===== src/rtl/branch_resolve_unit.sv =====
// Purpose: sequences one conditional branch. It captures IR and PC, evaluates C2 on R[Ra] as it
//          arrives on BusMuxOut, latches CON, and, when taken, drives a one-cycle PC load of PC + sext(C).
// Latency: after bus_valid is sampled at edge n, a taken branch raises PC_load in cycle n+1 and done
//          in n+2. A not-taken branch raises done in n+1.
// Backpressure: none. start is accepted only in IDLE and WAIT_RA waits indefinitely for bus_valid.
//          abort returns to IDLE from any state, and clear resets asynchronously.
// Ports:
//   clock, clear           rising-edge clock, async active-high reset
//   start, abort           begin a branch (IDLE only) / synchronous cancel
//   IR_in, PC_in           branch instruction (C2 = [20:19], C = [18:0]), incremented PC
//   BusMuxOut, bus_valid   datapath bus carrying R[Ra] and its qualifier
//   busy, CON_out          state != IDLE, latched condition flip-flop
//   PC_load, PC_out        one-cycle PC load strobe, branch target (holds last target)
//   taken, done            completion strobe and its taken flag
module branch_resolve_unit #(
  parameter int DATA_WIDTH   = 32,
  parameter int OFFSET_WIDTH = 19
) (
  input  logic                  clock,
  input  logic                  clear,
  input  logic                  start,
  input  logic                  abort,
  input  logic [31:0]           IR_in,
  input  logic [DATA_WIDTH-1:0] PC_in,
  input  logic [DATA_WIDTH-1:0] BusMuxOut,
  input  logic                  bus_valid,
  output logic                  busy,
  output logic                  CON_out,
  output logic                  PC_load,
  output logic [DATA_WIDTH-1:0] PC_out,
  output logic                  taken,
  output logic                  done
);

  typedef enum logic [2:0] {
    S_IDLE    = 3'd0,
    S_WAIT_RA = 3'd1,
    S_RESOLVE = 3'd2,
    S_LOAD    = 3'd3,
    S_DONE    = 3'd4
  } state_t;

  state_t                  r_state;
  state_t                  w_next;
  logic [1:0]              r_c2;
  logic [OFFSET_WIDTH-1:0] r_c;
  logic [DATA_WIDTH-1:0]   r_pc;
  logic                    r_con;
  logic                    r_pc_load;
  logic [DATA_WIDTH-1:0]   r_pc_out;
  logic                    r_taken;
  logic                    r_done;

  logic                    w_capture;
  logic                    w_eval;
  logic                    w_cond;
  logic [DATA_WIDTH-1:0]   w_target;
  logic                    w_unused_ir;

  // Opcode and register fields of IR belong to the control unit, not to this block.
  assign w_unused_ir = ^IR_in[31:OFFSET_WIDTH+2];

  // The condition is evaluated against the live bus, using the C2 captured at start.
  always_comb begin
    w_cond = 1'b0;
    case (r_c2)
      2'b00:   w_cond = (BusMuxOut == '0);
      2'b01:   w_cond = (BusMuxOut != '0);
      2'b10:   w_cond = ~BusMuxOut[DATA_WIDTH-1];
      default: w_cond =  BusMuxOut[DATA_WIDTH-1];
    endcase
  end

  // Modulo add: wraparound is the intended branch behaviour.
  assign w_target = r_pc + {{(DATA_WIDTH-OFFSET_WIDTH){r_c[OFFSET_WIDTH-1]}}, r_c};

  always_ff @(posedge clock or posedge clear) begin
    if (clear) r_state <= S_IDLE;
    else       r_state <= w_next;
  end

  // abort overrides every transition, including start acceptance and bus evaluation.
  always_comb begin
    w_next    = r_state;
    w_capture = 1'b0;
    w_eval    = 1'b0;
    if (abort) begin
      w_next = S_IDLE;
    end else begin
      case (r_state)
        S_IDLE: begin
          if (start) begin
            w_next    = S_WAIT_RA;
            w_capture = 1'b1;
          end
        end
        S_WAIT_RA: begin
          if (bus_valid) begin
            w_next = S_RESOLVE;
            w_eval = 1'b1;
          end
        end
        S_RESOLVE: w_next = r_con ? S_LOAD : S_DONE;
        S_LOAD:    w_next = S_DONE;
        S_DONE:    w_next = S_IDLE;
        default:   w_next = S_IDLE;
      endcase
    end
  end

  always_ff @(posedge clock or posedge clear) begin
    if (clear) begin
      r_c2 <= '0;
      r_c  <= '0;
      r_pc <= '0;
    end else if (w_capture) begin
      r_c2 <= IR_in[OFFSET_WIDTH+1:OFFSET_WIDTH];
      r_c  <= IR_in[OFFSET_WIDTH-1:0];
      r_pc <= PC_in;
    end
  end

  // CON is only rewritten by a fresh evaluation. abort leaves it alone.
  always_ff @(posedge clock or posedge clear) begin
    if (clear)       r_con <= 1'b0;
    else if (w_eval) r_con <= w_cond;
  end

  // Strobes are registered from the next state, so they coincide exactly with LOAD and DONE.
  // An aborted transition never produces a strobe.
  always_ff @(posedge clock or posedge clear) begin
    if (clear) begin
      r_pc_load <= 1'b0;
      r_pc_out  <= '0;
      r_done    <= 1'b0;
      r_taken   <= 1'b0;
    end else begin
      r_pc_load <= (w_next == S_LOAD);
      r_done    <= (w_next == S_DONE);
      r_taken   <= (w_next == S_DONE) && r_con;
      if (w_next == S_LOAD) r_pc_out <= w_target;
    end
  end

  assign busy    = (r_state != S_IDLE);
  assign CON_out = r_con;
  assign PC_load = r_pc_load;
  assign PC_out  = r_pc_out;
  assign taken   = r_taken;
  assign done    = r_done;

endmodule

===== config.mk =====
export PLATFORM = sky130hd
export DESIGN_NAME = branch_resolve_unit
export DESIGN_NICKNAME = d
export VERILOG_FILES = /design/src/rtl/branch_resolve_unit.sv
export SDC_FILE = /design/constraint.sdc
export NUM_CORES = 1
export LEC_CHECK = 0
export BUFFER_PORTS_ARGS = -buffer_cell sky130_fd_sc_hd__clkbuf_2
export CAP_MARGIN = 20
export CORE_MARGIN = 3
export CORE_UTILIZATION = 58
export DETAILED_ROUTE_END_ITERATION = 10
export PLACE_DENSITY = 0.95
export SYNTH_ARGS = -nofsm -noshare
export SYNTH_HDL_FRONTEND = slang
export SYNTH_SLANG_ARGS = --single-unit

===== constraint.sdc =====
create_clock -name clock -period 6.6 [get_ports clock]
set_input_delay 0.66 -clock clock [delete_from_list [all_inputs] [get_ports clock]]
set_output_delay 0.66 -clock clock [all_outputs]
set_load 0.005 [all_outputs]

==> summary.md, run 1 <==
| Metric | Value |
|---|---|
| Status | `completed` |
| Commonest non-fill, non-tap cell in the layout | `clkbuf_2` |
| Worst-Skew Late Latency | `0.35 ns` |
| Layout area overhead | `17.4%` |
| Power density cells | `393 nW/um^2` |
| H-Tree Depth | `3` |
| Initial Util | `59.8%` |
| Diode count | `0` |
| Netlist Area Pre-Place | `5240 um^2` |
| Final setup viols | `0` |
| Period utilization | `42.8%` |
| CP required | `6.79 ns` |
| Critical path data arrival time | `3.02 ns` |
| Critical Path End Type | `register` |
| CP bufs+invs | `0` |
| Clk_skew | `0.0108 ns` |
| Nets@finish | `750` |
| Unrepaired setup endpoints after global routing | `no` |
| FILL cells | `660` |
| Die area | `10200 um^2` |
| Critical path cell sequence | `ha_1, fa_1, a21oi_1, o211ai_1, a21o_1, a21oi_1, o211ai_1, a21oi_1, xor2_1, o21ai_0` |
| Wire per inst | `15.8 um` |
| Synth area leader | `dfrtp_1` |
| Vias in the first global route | `4141` |
| LEAKAGE | `roughly 0.0030 uW` |
| Post-CTS Hold Buffers | `0` |
| Share of cells above drive strength 1 | `about a third` |
| Setup TNS Final | `0 ns` |
| Final hold vios | `0` |
| CP peak stage delay | `about 0.42 ns` |
| Slew Viols, Final | `0` |
| Post-CTS setup buffers | `0` |
| Port-buffer cells | `126` |
| HP Class | `in -> async` |
| EDFF count, synth | `0` |
| Yosys warns | `0` |
| Max-cap viol count | `0` |
| DRT iter0 DRCs | `189` |
| RD Place Congestion | `0.883` |
| Gr usage total | `23.1%` |
| VDD IR max | `between 0.15 and 0.2 mV` |
| Vias after detailed routing | `4221` |
| Core area | `8760 um^2` |
| Antenna-violating nets left | `0` |
| Clk slew on worst S/H paths | `~0.09 ns` |
| CTS resizes | `0` |
| Post-route cell area | `6150 um^2` |
| Root Buffer | `clkbuf_8` |
| Most Frequent Cell on Critical Path | `a21oi_1` |
| DRC | `0` |
| Syn nets | `626` |
| CP max FO | `4` |
| Ys flop type | `dfrtp_1` |
| Clk sinks | `92` |
| Largest net degree at the start of global routing | `93` |
| First-pass GRT wire length | `18900 um` |
| Delay-heaviest family, CP | `compound AO/OA/AOI/OAI gates` |
| Vias per Instance | `slightly below 6` |
| Yosys top cell area share | `43.9%` |
| Relative slew margins | `a little over a third` |
| GRT Residual Overflow | `0` |
| CTS buffer count | `9` |
| Async set-reset flop share out of synthesis | `100%` |
| DR pass1 iterations | `4` |
| Sequential-to-total area share from yosys stat | `43.9%` |
| DRT Wirelength | `roughly 12000 um` |
| Ports | `138` |
| #FFs+latches synth | `roughly 90` |
| Dominant cells by area after synthesis | `dfrtp_1 44%, ha_1 7.4%, mux2_2 6.9%, mux2_4 5.7%, nand2_1 4.2%` |
| Area post-placement | `~5900 um^2` |
| Worst path slowest cell | `fa_1` |
| Cell variety after synth | `57` |
| # rows | `34` |
| Die Span Y | `~100 um` |
| Clk buf depth | `2` |
| Commonest non-fill, non-tap cells in the layout | `126 x clkbuf_2, 92 x dfrtp_1, 58 x nand2_1` |
| CTS tree | `done` |
| Initial antenna violation count | `0` |
| Setup CP Type | `reg -> reg` |
| Die X | `101 um` |
| Syn Inst Count | `493` |
| Setup crit start kind | `register` |
| Maximum clock rate | `around 350 MHz` |
| Syn_area_per_cell | `approximately 11 um^2` |
| Tightest Pin Transition | `0.967 ns` |
| Final min period | `2.83 ns` |
| Detail Placement HPWL | `8590 um` |
[through the flow]
step / instances / util (%) / total power [uW] / worst slack, ns / hold slack (ns)
detailed placement: 713 / 67.5 / 2020 / 3.88 / 0.470
global placement: 713 / 67.5 / 1950 / 3.96 / 0.463
floorplan: 493 / - / 1680 / 3.55 / 0.465
global route: 730 / 70.2 / 2590 / 3.62 / 0.437
CTS: 729 / 69.9 / 2420 / 3.80 / 0.489
finish: 730 / 70.2 / 2420 / 3.77 / 0.410
[layout make-up]
class                      count  area, um^2  area share [%]
tap                          108         135            2.20
clock inverter                 5        61.3           0.997
multi-input combinational    375        2800            45.5
inverter                      10        38.8           0.631
sequential                    92        2300            37.4
clock buffer                  11         141            2.30
timing repair buffer         129         673            10.9
[metal layers]
metal	global-route usage, %	wire length (um)	up-vias
met2	39.1	5710	155
met4	9.71	274	0
met3	4.43	601	27
met1	28.8	4970	2018
met5	0	0	-
li1	-	-	2021
[path summary, 6_finish.rpt]
check / cells after the start / start / slack, ns / endpoint
max in group asynchronous: 4 / clear / 5.56 / r_pc[8]
min in group clock: 2 / PC_out[9] / 0.48 / PC_out[9]
setup reg to reg: 10 / r_c[0] / 3.77 / PC_out[12]
hold / removal: 3 / clear / 0.41 / r_pc[30]
setup / recovery: 10 / r_c[0] / 3.77 / PC_out[12]
hold reg to reg: 2 / PC_out[9] / 0.48 / PC_out[9]
[state kept, by name, summed over array words and instances (netlist names)]
name	flops
PC_out	32
r_state	3
taken	1
r_pc	32
r_c	19
r_c2	2
CON_out	1
done	1
PC_load	1
[cells in the mapped netlist, drive strengths merged, types with 5 or more instances]
cell and instances:
a21o 13, a21oi 35, buf 8, clkbuf 8, dfrtp 92, ha 31, inv 10, mux2 54
nand2 59, nand3 9, nand4 5, nor2 23, nor3 5, nor4 7, o211ai 7, o21ai 45
xnor2 15, xor2 16
[power by group]
| part | leakage (uW) | internal, uW | switching (uW) | total [uW] |
|---|---|---|---|---|
| Combinational | 0.00183 | 541 | 636 | 1180 |
| Clock | 0.0000918 | 186 | 197 | 383 |
| Sequential | 0.00112 | 737 | 120 | 857 |
| Total | 0.00304 | 1460 | 954 | 2420 |
[cell families (layout without fill, tap and decap cells)]
group	Yosys count	after routing	share of synthesized area [%]
compound gates	126	126	15.4
xor+xnor	31	31	5.18
fa+ha+maj	32	32	7.78
buf+inv	26	155	2.72
flops	92	92	43.9
mux	56	56	13.4
simple gates	130	130	11.6
[worst register-to-register path, delay by kind of cell (launching register included)]
kind | cells | cell delay, ns
AO/OA/AOI/OAI | 7 | 1.46
XOR/XNOR | 1 | 0.17
adder cells (fa/ha/maj) | 2 | 0.65
flip-flops | 1 | 0.40
Note: power is estimated with default switching activity, not from simulation.
==> run 2, diff against run 1 <==
Settings changed: ABC_AREA from default to 1, CORE_UTILIZATION 58 to 55, PLACE_DENSITY 0.95 to 0.89.
Clock period 6.6 ns to 2.7 ns, I/O delays scaled along.
==> run 2 against run 1 <==
  * Final area increased by 13%
  * Setup slack got worse by 3.2 ns
  * Worst hold slack worse by 0.31 ns
  * Routed wire length is 20% higher
  * Largest power group unchanged
  * Highest routed layer unchanged
==> summary.md, run 2 <==
| Metric | Value |
|---|---|
| Status | `completed` |
| Power density cells | `896 nW/um^2` |
| Share of cells above drive strength 1 | `23.3%` |
| CTS tree | `done` |
| CP required | `2.96 ns` |
| Initial Util | `57.4%` |
| Internal Pwr Total | `3590 uW` |
| Detail Placement HPWL | `11000 um` |
| Sequential share of power | `33.4%` |
| Comb pwr share | `49.6%` |
| Clk buf depth | `2` |
| GRT met3 Usage | `around 4.7%` |
| Critical path cell sequence | `ha_1, nand2_1, nor2_1, nand2_1, nor2_1, nand2_1, nand3_1, nand2_1, nand3_1, nand2_1` |
| DRT iter0 DRCs | `387` |
| Switching share of power | `~42%` |
| Ys flop type | `dfrtp_1` |
| Post-route cell area | `6960 um^2` |
| Syn_area_per_cell | `between 7 and 8 um^2` |
| Diode count | `0` |
| Post-Place Cells | `a little over 1k` |
| Clk network pwr share | `17.0%` |
| Worst-Skew Late Latency | `0.38 ns` |
| Syn nets | `918` |
| P_sw | `2640 uW` |
| Commonest non-fill, non-tap cell in the layout | `nand2_1` |
| Gr usage total | `approximately 23%` |
| Setup CP Type | `reg -> reg` |
| DR pass1 iterations | `5` |
| Most common cell in the netlist | `nand2_1` |
| CP max FO | `15` |
| CP peak stage delay | `around 0.6 ns` |
| Vias per Instance | `5.11` |
| DRT Wirelength | `roughly 14000 um` |
| FILL cells | `917` |
| Area post-placement | `6720 um^2` |
| WHS | `0.0955 ns` |
| Ports | `138` |
| RD Place Congestion | `0.932` |
| Die X | `111 um` |
| Period utilization | `79.9%` |
| LEAKAGE | `0.00394 uW` |
| Vias after detailed routing | `around 5.4k` |
| Sequential-to-total area share from yosys stat | `a little under two fifths` |
| GRT Residual Overflow | `0` |
| Clk slew on worst S/H paths | `0.09 ns` |
| Vias in the first global route | `between 4k and 5k` |
| #FFs+latches synth | `92` |
| Netlist Area Pre-Place | `6010 um^2` |
| Port-buffer cells | `126` |
| Nets@finish | `1048` |
| Clk_skew | `0.0126 ns` |
| Max-cap viol count | `0` |
| Die Span Y | `~110 um` |
| Post-Layout Cell Count | `between 1k and 1.5k` |
| Maximum clock rate | `464 MHz` |
| Synth area leader | `dfrtp_1` |
| Commonest non-fill, non-tap cells in the layout | `291 x nand2_1, 126 x clkbuf_2, 112 x inv_1` |
| Setup crit start kind | `register` |
| Wire per inst | `13.1 um` |
| Critical Path End Type | `register` |
| Core area | `10500 um^2` |
| Antenna-violating nets left | `0` |
| Yosys top cell area share | `between 30% and 40%` |
| Final Power | `6230 uW` |
| Final min period | `~2.2 ns` |
| Critical path data arrival time | `around 2.4 ns` |
| Setup TNS Final | `0 ns` |
| Met1 global-route usage | `a little under a third` |
| Layout area overhead | `15.8%` |
| Grt met2 use | `37.1%` |
| CTS buffer count | `9` |
| Dominant cells by area after synthesis | `dfrtp_1 38%, nand2_1 18%, mux2_2 9.6%, inv_1 7.1%, ha_1 6.5%` |
| Unrepaired setup endpoints after global routing | `no` |
| Largest net degree at the start of global routing | `64` |
| VDD IR max | `about 0.35 mV` |
| Die area | `12200 um^2` |
| Relative slew margins | `59.8%` |
| Most used routing layer | `met2` |
| Final hold vios | `0` |
| EDFF count, synth | `0` |
| Commonest cells post-synth | `291 x nand2_1, 113 x inv_1, 92 x dfrtp_1` |
| Slew Viols, Final | `0` |
| Yosys warns | `0` |
| Initial antenna violation count | `0` |
| Worst path slowest cell | `dfrtp_1` |
| Final setup viols | `0` |
| DRC | `0` |
| # rows | `37` |
| First-pass GRT wire length | `23300 um` |
| Cell variety after synth | `30` |
| HP Class | `in -> reg` |
| H-Tree Depth | `3` |
| Async set-reset flop share out of synthesis | `100%` |
| Tightest Pin Transition | `just under 0.6 ns` |
| Clk sinks | `92` |
| Syn Inst Count | `785` |
| Most Frequent Cell on Critical Path | `nand2_1` |
| Root Buffer | `clkbuf_8` |
[run 2: cell types whose count changed in the layout (fill, tap and decap cells not counted), sizes merged, moves of 7 or more]
cell / change
a21o: -12
a21oi: -13
inv: +110
nand2: +234
nand3: +40
nor2: +39
nor4: -7
o211ai: -7
o21ai: -27
xor2: -15
[run 2: stage by stage]
stage	setup slack, ns	util, %
after global routing	0.340	66.5
final	0.543	66.5
after global placement	0.612	64.2
after detailed placement	0.613	64.2
after CTS	0.586	66.5
after floorplan	0.0380	-
[run 2: power by group through the flow]
stage / sequential (uW) / combinational, uW / clock [uW]
after CTS: 2080 / 3070 / 1090
after global placement: 2080 / 2960 / 0
final: 2080 / 3090 / 1060
after floorplan: 2050 / 2190 / 0
after detailed placement: 2110 / 3050 / 0
after global routing: 2140 / 3500 / 1140
[run 2: logic make-up (layout without fill, tap and decap cells)]
group	Yosys count	after routing	synth area share [%]
simple gates	420	420	28.6
xor+xnor	16	16	2.33
mux	51	51	9.56
compound gates	47	47	4.85
buf+inv	127	262	9.56
fa+ha+maj	32	32	6.79
flops	92	92	38.3
[run 2: final timing paths]
check,startpoint,to,slack [ns],cells past startpoint
setup / recovery,r_c[18],PC_out[25],0.54,10
hold / removal,IR_in[20],r_c2[1],0.1,3
hold reg to reg,PC_out[0],PC_out[0],0.49,2
setup reg to reg,r_c[18],PC_out[25],0.54,10
min in group asynchronous,clear,r_pc[7],0.45,3
max in group asynchronous,clear,PC_out[19],1.56,4
[run 2: area by class of cell]
class                      instances  area [um^2]  share of cell area [%]
clock inverter                     7          105                    1.51
tap                              136          170                    2.45
inverter                         116          437                    6.28
timing repair buffer             130          688                    9.89
clock buffer                       9          124                    1.78
sequential                        92         2300                    33.1
multi-input combinational        566         3130                    45.0
[run 2: routing by layer]
layer / part of all wire (%) / vias up
met5: 0 / -
met4: 1.3 / 0
met3: 7.2 / 13
met2: 46 / 197
met1: 45 / 2466
li1: - / 2723
[run 2: critical path, delay by kind of cell (launching register included)]
family	cells	cell delay, ns
fa+ha+maj	1	0.48
simple gates	9	0.95
flops	1	0.60
[run 2: what timing repair did]
item                                    in CTS  in global routing
gates resized for setup                      0                  0
endpoints found under the setup margin       0                  0
hold endpoints to repair                    29                  0
buffers inserted                             0                  0
hold buffers                                 1                  0
